===== config.mk =====
export PLATFORM = sky130hd
export DESIGN_NAME = rail_lifo
export DESIGN_NICKNAME = d
export VERILOG_FILES = /design/src/rtl/rail_pkg.sv /design/src/rtl/rail_lifo.sv
export SDC_FILE = /design/constraint.sdc
export NUM_CORES = 1
export LEC_CHECK = 0
export ABC_AREA = 0
export CAP_MARGIN = 10
export CORE_MARGIN = 5
export CORE_UTILIZATION = 45
export CTS_CLUSTER_SIZE = 40
export DETAILED_ROUTE_END_ITERATION = 16
export GPL_ROUTABILITY_DRIVEN = 1
export PLACE_DENSITY = 0.66
export SYNTH_ARGS = -nofsm -noshare
export SYNTH_HDL_FRONTEND = slang
export SYNTH_SLANG_ARGS = --single-unit

===== constraint.sdc =====
create_clock -name clk -period 2.4 [get_ports clk]
set_input_delay 0.72 -clock clk [delete_from_list [all_inputs] [get_ports clk]]
set_output_delay 0.72 -clock clk [all_outputs]
set_load 0.1 [all_outputs]

===== src/rtl/rail_pkg.sv =====
// Shared types and width helpers for the station-rail permutation checker.
package rail_pkg;

    typedef enum logic [1:0] {
        IDLE = 2'd0,
        LOAD = 2'd1,
        RUN  = 2'd2,
        DONE = 2'd3
    } rail_state_t;

    // Bits needed to hold any value in 0..max_n.
    function automatic int rail_dw(input int max_n);
        return $clog2(max_n + 1);
    endfunction

endpackage


===== src/rtl/rail_lifo.sv =====
// Siding model: a LIFO of DEPTH car numbers with a combinational view of the top entry.
module rail_lifo
    import rail_pkg::*;
#(
    parameter int DEPTH = 15,
    parameter int W     = rail_dw(DEPTH)
) (
    input  logic         clk,
    input  logic         rst_n,
    input  logic         clear,
    input  logic         push,
    input  logic         pop,
    input  logic [W-1:0] push_data,
    output logic [W-1:0] top,
    output logic [W-1:0] sp,
    output logic         full,
    output logic         empty
);

    logic [W-1:0]     mem [DEPTH];
    logic [W-1:0]     sp_reg;
    logic [W-1:0]     sp_next;
    logic             do_push;
    logic             do_pop;
    logic [DEPTH-1:0] wr_sel;

    assign full    = (sp_reg == W'(DEPTH));
    assign empty   = (sp_reg == '0);
    assign sp      = sp_reg;
    // Pop takes priority when both are requested in the same cycle.
    assign do_pop  = !clear && pop && !empty;
    assign do_push = !clear && push && !pop && !full;

    genvar gi;
    generate
        for (gi = 0; gi < DEPTH; gi++) begin : g_wr_sel
            assign wr_sel[gi] = do_push && (sp_reg == W'(gi));
        end
    endgenerate

    always_comb begin
        sp_next = sp_reg;
        if (clear)
            sp_next = '0;
        else if (do_pop)
            sp_next = sp_reg - W'(1);
        else if (do_push)
            sp_next = sp_reg + W'(1);
    end

    always_ff @(posedge clk or negedge rst_n) begin
        if (!rst_n)
            sp_reg <= '0;
        else
            sp_reg <= sp_next;
    end

    always_ff @(posedge clk) begin
        for (int i = 0; i < DEPTH; i++) begin
            if (wr_sel[i])
                mem[i] <= push_data;
        end
    end

    always_comb begin
        top = '0;
        for (int i = 0; i < DEPTH; i++) begin
            if (sp_reg == W'(i + 1))
                top = mem[i];
        end
    end

endmodule


### Word-level counts from Yosys, hierarchy flattened

Memories as Yosys holds them, arrays and structs flattened.
Cells that the tools add are included.

| word-level totals | value |
|---|---|
| register bits | 4 |
| input port bits | 9 |
| memories kept | 1 |
| memory bits (writable) | 60 |
| output and inout bits | 10 |

Memories:

| name | depth | bits a word | read ports | clocked after memory_dff | write ports | line | source |
|---|---|---|---|---|---|---|---|
| mem | 15 | 4 | 15 | 0 | 1 | rail_lifo.sv:20 | `logic [W-1:0] mem [DEPTH];` |

| cells by class | value |
|---|---|
| reduce and logical (&&, ||, !) cells | 40 |
| mux-type cells | 90 |
| $add $sub $neg | 2 |
| equal/unequal tests | 15 |

Operators with widths:

| operator | count |
|---|---|
| 4-bit 2-to-1 mux | 46 |
| 4-bit OR reduction | 14 |
| 1-bit 2-to-1 mux | 44 |
| 4-bit equality test, second input constant | 8 |
| 1-bit logical AND | 20 |
| 4-bit by 3-bit equality test with 1-bit output, second input constant | 4 |
| 4-bit by 2-bit equality test with 1-bit output, second input constant | 2 |
| 4-bit by 1-bit adder with 4-bit output, second input constant | 1 |
| 4-bit by 1-bit equality test with 1-bit output, second input constant | 1 |
| 1-bit logical NOT | 4 |
| 4-bit logical NOT | 1 |
| 4-bit by 1-bit subtractor with 4-bit output, second input constant | 1 |
| 3-bit nonzero test | 1 |

### Depth between registers and ports, before layout

Gate-level depths: netlist of run 1.

| depth | value |
|---|---|
| depth in word-level cells | 22 |
| depth in mapped cells | 8 |
| depth with buffers taken out | 6 |

### Worst setup path after synthesis of run 1

OpenSTA, ideal clock, no wires.

| path | value |
|---|---|
| path type | flip-flop to output port |
| start point | register sp_reg[0] (netlist: sp[0]) |
| end point | output port top[0] |
| data arrival time | 3.765 ns |
| required time | 1.680 ns |
| buffers on the path | 2 |
| slack | -2.085 ns |
| cell stages (with the launch flop) | 9 |
| path through | dfrtp_1 -> inv_1 -> ha_1 -> buf_4 -> buf_4 -> nand3b_1 -> a221oi_1 -> a31oi_1 -> o221ai_1 |

| between the ends | value |
|---|---|
| word-level cells in the longest chain between the ends | 16 |

RTL lines:

| item | line | source |
|---|---|---|
| from (decl) | rail_lifo.sv:21 | `logic [W-1:0] sp_reg;` |
| from (signal assigned) | rail_lifo.sv:55 | `sp_reg <= sp_next;` |
| 4-bit by 1-bit equality test with 1-bit output | rail_lifo.sv:68 | `if (sp_reg == W'(i + 1))` |
| 4-bit 2-to-1 mux (14 in a row) | rail_lifo.sv:68 |  |
| 4-bit 2-to-1 mux (*) | rail_lifo.sv:68 |  |
| to (decl) | rail_lifo.sv:14 | `output logic [W-1:0] top,` |

Mark *: on every way between the ends. The rest lies on a longest branch, timed or not.

### Worst setup path after layout of run 1

| path | value |
|---|---|
| start point | register sp_reg[1] (netlist: sp[1]) |
| end point | output port top[3] |

The elaborated chain is that of the path after synthesis.

==> results.yml, run 1 <==
cells_and_area:
  utilization_pct: 68.3
  area_growth_pct: 45.8
  layout.nets: 341
  drive_gt1_share_pct: 44.1
  diodes: 0
  finalInstanceArea_sq_um: 4410
  largest_reg_flops: 60
floorplanning:
  die_width_um: 92.0
  rows: 29
  die-area_sq_um: 8470
  initial_core_util_pct: 46.9
  core_sq_um: 6460
  io-pin-count: 19
  die_y_um: 92.0
global_route:
  grt_max_degree: 19
  antenna_found_initial: 0
  gr-total-overflow: 0
  track_usage_pct: 19.7
  grt_pass1_vias: 2275
  grt_pass1_wl_mm: 12.4
sta:
  fin_ws_ns: -0.748
  max_freq_ghz: 0.318
  hold_violations: 0
  setup_viol: 6
  tightest_slew_ns: 0.653
  rsz0062_at_grt: "yes"
  fin_worst_skew_ns: 0.00491
  finalCritPeriodShare_pct: 131
  drv_slew: 0
  slew_headroom_pct: 56.4
  fin_crit_ns: 3.15
  final.setup.tns_ns: -3.15
cts:
  insertion_delay_ns: 0.34
  numCtsBuffers: 9
  cts_hold_buf: 0
  cts.htree.levels: 3
  clockBufferDepth: 2
  clkSlewWorstSetupHoldPaths_ns: 0.07
  clockRootBuffer: "clkbuf_8"
  cts.sinks: 64
  cts_tree: "yes"
pwr:
  ir_drop_mv: 1.03
  p_leak_nw: 1.59
  power.density_nw_per_um2: 1260
setup_path:
  critPathLaunch: "sp[1]"
  crit_path_cell_trace: "buf_6, ha_4, buf_4, buf_6, nor2_2, a21boi_2, o22a_1, a2bb2oi_4, buf_12"
  reg2reg_to: "mem[0][0]"
  rr_startpoint: "sp[1]"
  critPathMaxStageDelay_ns: 0.50
  crit_family: "compound AO/OA/AOI/OAI gates"
  arrival_ns: 2.43
  startpoint_type: "register"
  cpMostUsedCell: "buf_6"
  path_buf_inv: 4
  crit_fanout: 12
  regToRegSetupSlack_ns: 0.05
  worstPathRequired_ns: 1.68
  r2r_cells: 10
  worstSetupPathType: "register to output port"
  cp_slowest_cell: "dfrtp_4"
  cp-end-kind: "output port"
min_path:
  hp-class: "primary input to asynchronous set/reset pin"
synthesis:
  synth_ff_type: "edfxtp_1"
  yosysWarningCount: 0
  yosys.area_share.simple_pct: 15.1
  yosysTopAreaCell: "edfxtp_1"
  synthArstFlopShare_pct: 6.25
  synth_edf_count: 60
  synth.area.top_cells: "edfxtp_1 (60%), dfrtp_1 (3.3%), nand3b_1 (3.0%)"
  synth_mux_area_share_pct: 0
  avgSynthCellArea_sq_um: 12.5
  netlist_area_sq_um: 3030
  synth_seq_cells: 64
  synth_compound_area_share_pct: 14.3
  synth_xor_area_share_pct: 0.579
  synth_adder_area_share_pct: 1.65
  seq_area_frac_synth_pct: 62.8
  yosys.cell_types.count: 50
  synth_top_family_by_area: "simple AND/OR/NAND/NOR gates"
  synth_top_area_share_pct: 59.5
  synth_nets: 255
  syn_inst: 242
detailed_routing:
  wl_per_cell_um: 19.6
  viasPerCell: 5.67
  drt_iter0_drc: 253
  vias: 2324
  wl_mm: 8.03
  dr.pass1.iters: 4
  ant_nets: 0
  post-route-drc-count: 0
place:
  place.gp.congestion: 0.974
  hpwl_mm: 5.19
  placed_area_sq_um: 3810
  portBuffers: 18
outcome:
  violations: "setup timing"
  status: "finished, violations left"
job:
  cap_viol_max_count: 0
## placed cells by master (no fill, tap or decap), types with 10 or more instances in the layout
cell / n
nor2_1: 14
edfxtp_1: 60
nand2_1: 14
buf_4: 60
nand3b_1: 12
buf_6: 12
buf_12: 10
a21oi_1: 11
inv_1: 10
## stage by stage
stage	total power [W]	hold slack, ns	setup WS (ns)	cells
after CTS	0.00546	0.596	-0.733	408
after global placement	0.00403	0.708	-0.456	379
after global routing	0.00576	0.598	-0.786	410
after floorplan	0.00304	0.424	-0.614	242
after detailed placement	0.00404	0.743	-0.500	379
final	0.00555	0.593	-0.748	410
## worst register-to-register path, cell delays in order, from the launching register on
cell,delay (ns)
dfrtp_4,0.50
buf_6,0.13
ha_4,0.19
buf_6,0.14
buf_6,0.12
nand3_4,0.06
buf_4,0.13
and2_1,0.27
nand2_2,0.15
nor3_1,0.20
buf_4,0.18
## synth_stat cells (all sizes together) (4+ instances only)
library cell and instances:
a21oi 13, a221oi 4, a31oi 4, and3 5, buf 15, dfrtp 4, edfxtp 60, ha 4
inv 15, nand2 18, nand3b 12, nor2 17, nor2b 11, nor3 5
## timing repair
action                     in CTS  in global routing
resized for setup              51                 11
pin swaps                      19                 11
buffers inserted               13                  2
setup endpoints to repair       6                 18
## metal layers
layer	share of wire [%]	track usage [%]
met1	42	26.4
met2	49	30.8
met3	6.9	4.42
met4	2.2	9.03
met5	0	0
## worst max path at each step
stage	endpoint	slack, ns	cells after the start
finish	top[3]	-0.75	9
global route	top[2]	-0.79	9
CTS	top[3]	-0.73	8
detailed placement	top[2]	-0.50	8
global placement	top[2]	-0.46	8
floorplan	top[3]	-0.61	6
## cells by family after synthesis
logic type	Yosys count
DFF	64
xor gates and xnor gates	2
adders and majority gates	4
and+or+nand+nor	84
buffers and inverters	31
AOI/OAI and AO/OA	57
## power breakdown
part | internal [W] | switching [W] | total, W
combinational | 0.00142 | 0.00180 | 0.00322
sequential | 0.00127 | 0.0000754 | 0.00135
clock | 0.000575 | 0.000407 | 0.000982
total | 0.00327 | 0.00228 | 0.00555
## area by class of cell
cell class | instances | area (sq um)
Inverter | 15 | 66.3
Fill cell | 464 | 2040
Sequential cell | 64 | 1910
Multi-Input combinational cell | 147 | 1250
Timing Repair Buffer | 91 | 881
Clock inverter | 7 | 86.3
Tap cell | 77 | 96.3
Clock buffer | 9 | 124
Power figures use the tool's default switching activity.
==> run 2: changes to the inputs <==
CORE_UTILIZATION = 30   (was 45)
PLACE_DENSITY = default   (was 0.66)
==> results.yml, run 2 (synthesis gave the netlist of run 1 again) <==
outcome:
  status: "finished, violations left"
  violations: "setup timing"
setup_path:
  startpoint_type: "register"
  cp_slowest_cell: "dfrtp_4"
  critPathMaxStageDelay_ns: 0.50
  worstPathRequired_ns: 1.68
  crit_fanout: 6
  arrival_ns: 2.41
  crit_path_cell_trace: "inv_6, ha_4, buf_6, nand3b_1, a221o_1, a221o_1, a2bb2oi_4, buf_12"
  worstSetupPathType: "register to output port"
  cpMostUsedCell: "a221o_1"
  cp-end-kind: "output port"
detailed_routing:
  ant_nets: 0
  drt_iter0_drc: 164
  wl_mm: 8.12
  dr.pass1.iters: 4
  post-route-drc-count: 0
  viasPerCell: 5.00
  wl_per_cell_um: 17.8
  vias: 2278
sta:
  slew_headroom_pct: 58.2
  drv_slew: 0
  tightest_slew_ns: 0.624
  max_freq_ghz: 0.319
  setup_viol: 5
  hold_violations: 0
  fin_crit_ns: 3.13
  rsz0062_at_grt: "yes"
  fin_worst_skew_ns: 0.00763
  fin_ws_ns: -0.730
  finalCritPeriodShare_pct: 130
cts:
  cts_hold_buf: 0
  cts.htree.levels: 3
  cts.sinks: 64
  clkSlewWorstSetupHoldPaths_ns: 0.07
  clockRootBuffer: "clkbuf_8"
  numCtsBuffers: 9
  insertion_delay_ns: 0.34
  clockBufferDepth: 2
  cts_tree: "yes"
cells_and_area:
  largest_reg_flops: 60
  final-instance-count-excl-fill: 456
  fillers: 927
  diodes: 0
  final_cell_mix: "edfxtp_1 (60), buf_4 (56), nand2_1 (18), nor2_1 (17), nand3b_1 (12)"
  area_growth_pct: 44.0
  layout.nets: 331
  final_common_cell: "edfxtp_1"
  drive_gt1_share_pct: 39.0
place:
  dp_slack_ns: -0.523
  portBuffers: 18
  hpwl_mm: 5.66
  dp_cells: 433
  place.gp.congestion: 0.844
pwr:
  ir_drop_mv: 0.799
  switching_power_w: 0.00225
  internal_power_w: 0.00324
  pwr-share-comb_pct: 56.9
  power.density_nw_per_um2: 1260
  switching_share_pct: 41.0
  power_frac_seq_pct: 24.7
  clock_power_share_pct: 18.4
  p_leak_nw: 1.53
floorplanning:
  io-pin-count: 19
  die_y_um: 110
  die_width_um: 110
  initial_core_util_pct: 30.8
  rows: 36
  die-area_sq_um: 12200
  core_sq_um: 9820
min_path:
  hp-class: "primary input to asynchronous set/reset pin"
job:
  cap_viol_max_count: 0
global_route:
  grt_max_degree: 16
  antenna_found_initial: 0
  track_usage_pct: 13.3
  gr-total-overflow: 0
  grt_pass1_vias: 2315
  grt_pass1_wl_mm: 12.6
==> run 2: power by group through the flow <==
stage	combinational [W]	clock [W]	sequential [W]
2_1_floorplan	0.00154	0	0.00150
3_5_place_dp	0.00270	0	0.00136
5_1_grt	0.00327	0.00108	0.00136
3_3_place_gp	0.00268	0	0.00136
6_report	0.00313	0.00101	0.00136
4_1_cts	0.00289	0.00103	0.00135
==> run 2: metrics by stage <==
step | setup TNS (ns) | area (sq um) | hold WS, ns | total power [W] | util (%)
4_1_cts | -3.04 | 4210 | 0.590 | 0.00528 | 42.9
5_1_grt | -3.37 | 4360 | 0.600 | 0.00572 | 44.4
2_1_floorplan | -2.45 | 3130 | 0.424 | 0.00304 | -
3_3_place_gp | -3.48 | 3860 | 0.696 | 0.00404 | 39.3
3_5_place_dp | -4.18 | 3860 | 0.698 | 0.00406 | 39.3
6_report | -2.95 | 4360 | 0.598 | 0.00550 | 44.4
==> run 2: final cells by class <==
type | instances | area (sq um) | share of cell area [%]
sequential | 64 | 1910 | 43.9
timing repair buffer | 81 | 797 | 18.3
clock inverter | 7 | 95.1 | 2.18
multi-input combinational | 147 | 1190 | 27.4
clock buffer | 9 | 124 | 2.84
tap | 133 | 166 | 3.82
inverter | 15 | 71.3 | 1.64
==> run 2: worst paths after layout <==
kind,endpoint,startpoint,cells after the start,slack [ns]
worst max-delay path,top[3],sp[0],8,-0.73
worst min-delay path,sp[0],rst_n,1,0.60
worst max register to register,mem[0][10],sp[0],8,0.21
worst min register to register,sp[2],sp[2],2,0.72
max in group asynchronous,sp[1],rst_n,1,1.58
min in group clk,sp[2],sp[2],2,0.72
==> run 2: critical path: cells and delay by family (launching register included) <==
kind            cells  cell delay [ns]
flops               1             0.50
fa+ha+maj           1             0.19
compound gates      3             0.86
buf+inv             3             0.36
simple gates        1             0.14
==> run 2: timing repair <==
action                                  CTS  global route
pin swaps                                 4            15
buffers inserted                          1             5
cloned                                    0             1
endpoints found under the setup margin    6             6
gates resized for setup                  26            20
==> run 2: per-layer routing <==
layer | up-vias | wire length [um] | track usage (%)
met1 | 1129 | 3420 | 15.9
met2 | 65 | 4250 | 23.3
li1 | 1073 | - | -
met4 | 0 | 136 | 4.02
met3 | 11 | 309 | 3.50
met5 | - | 0 | 0
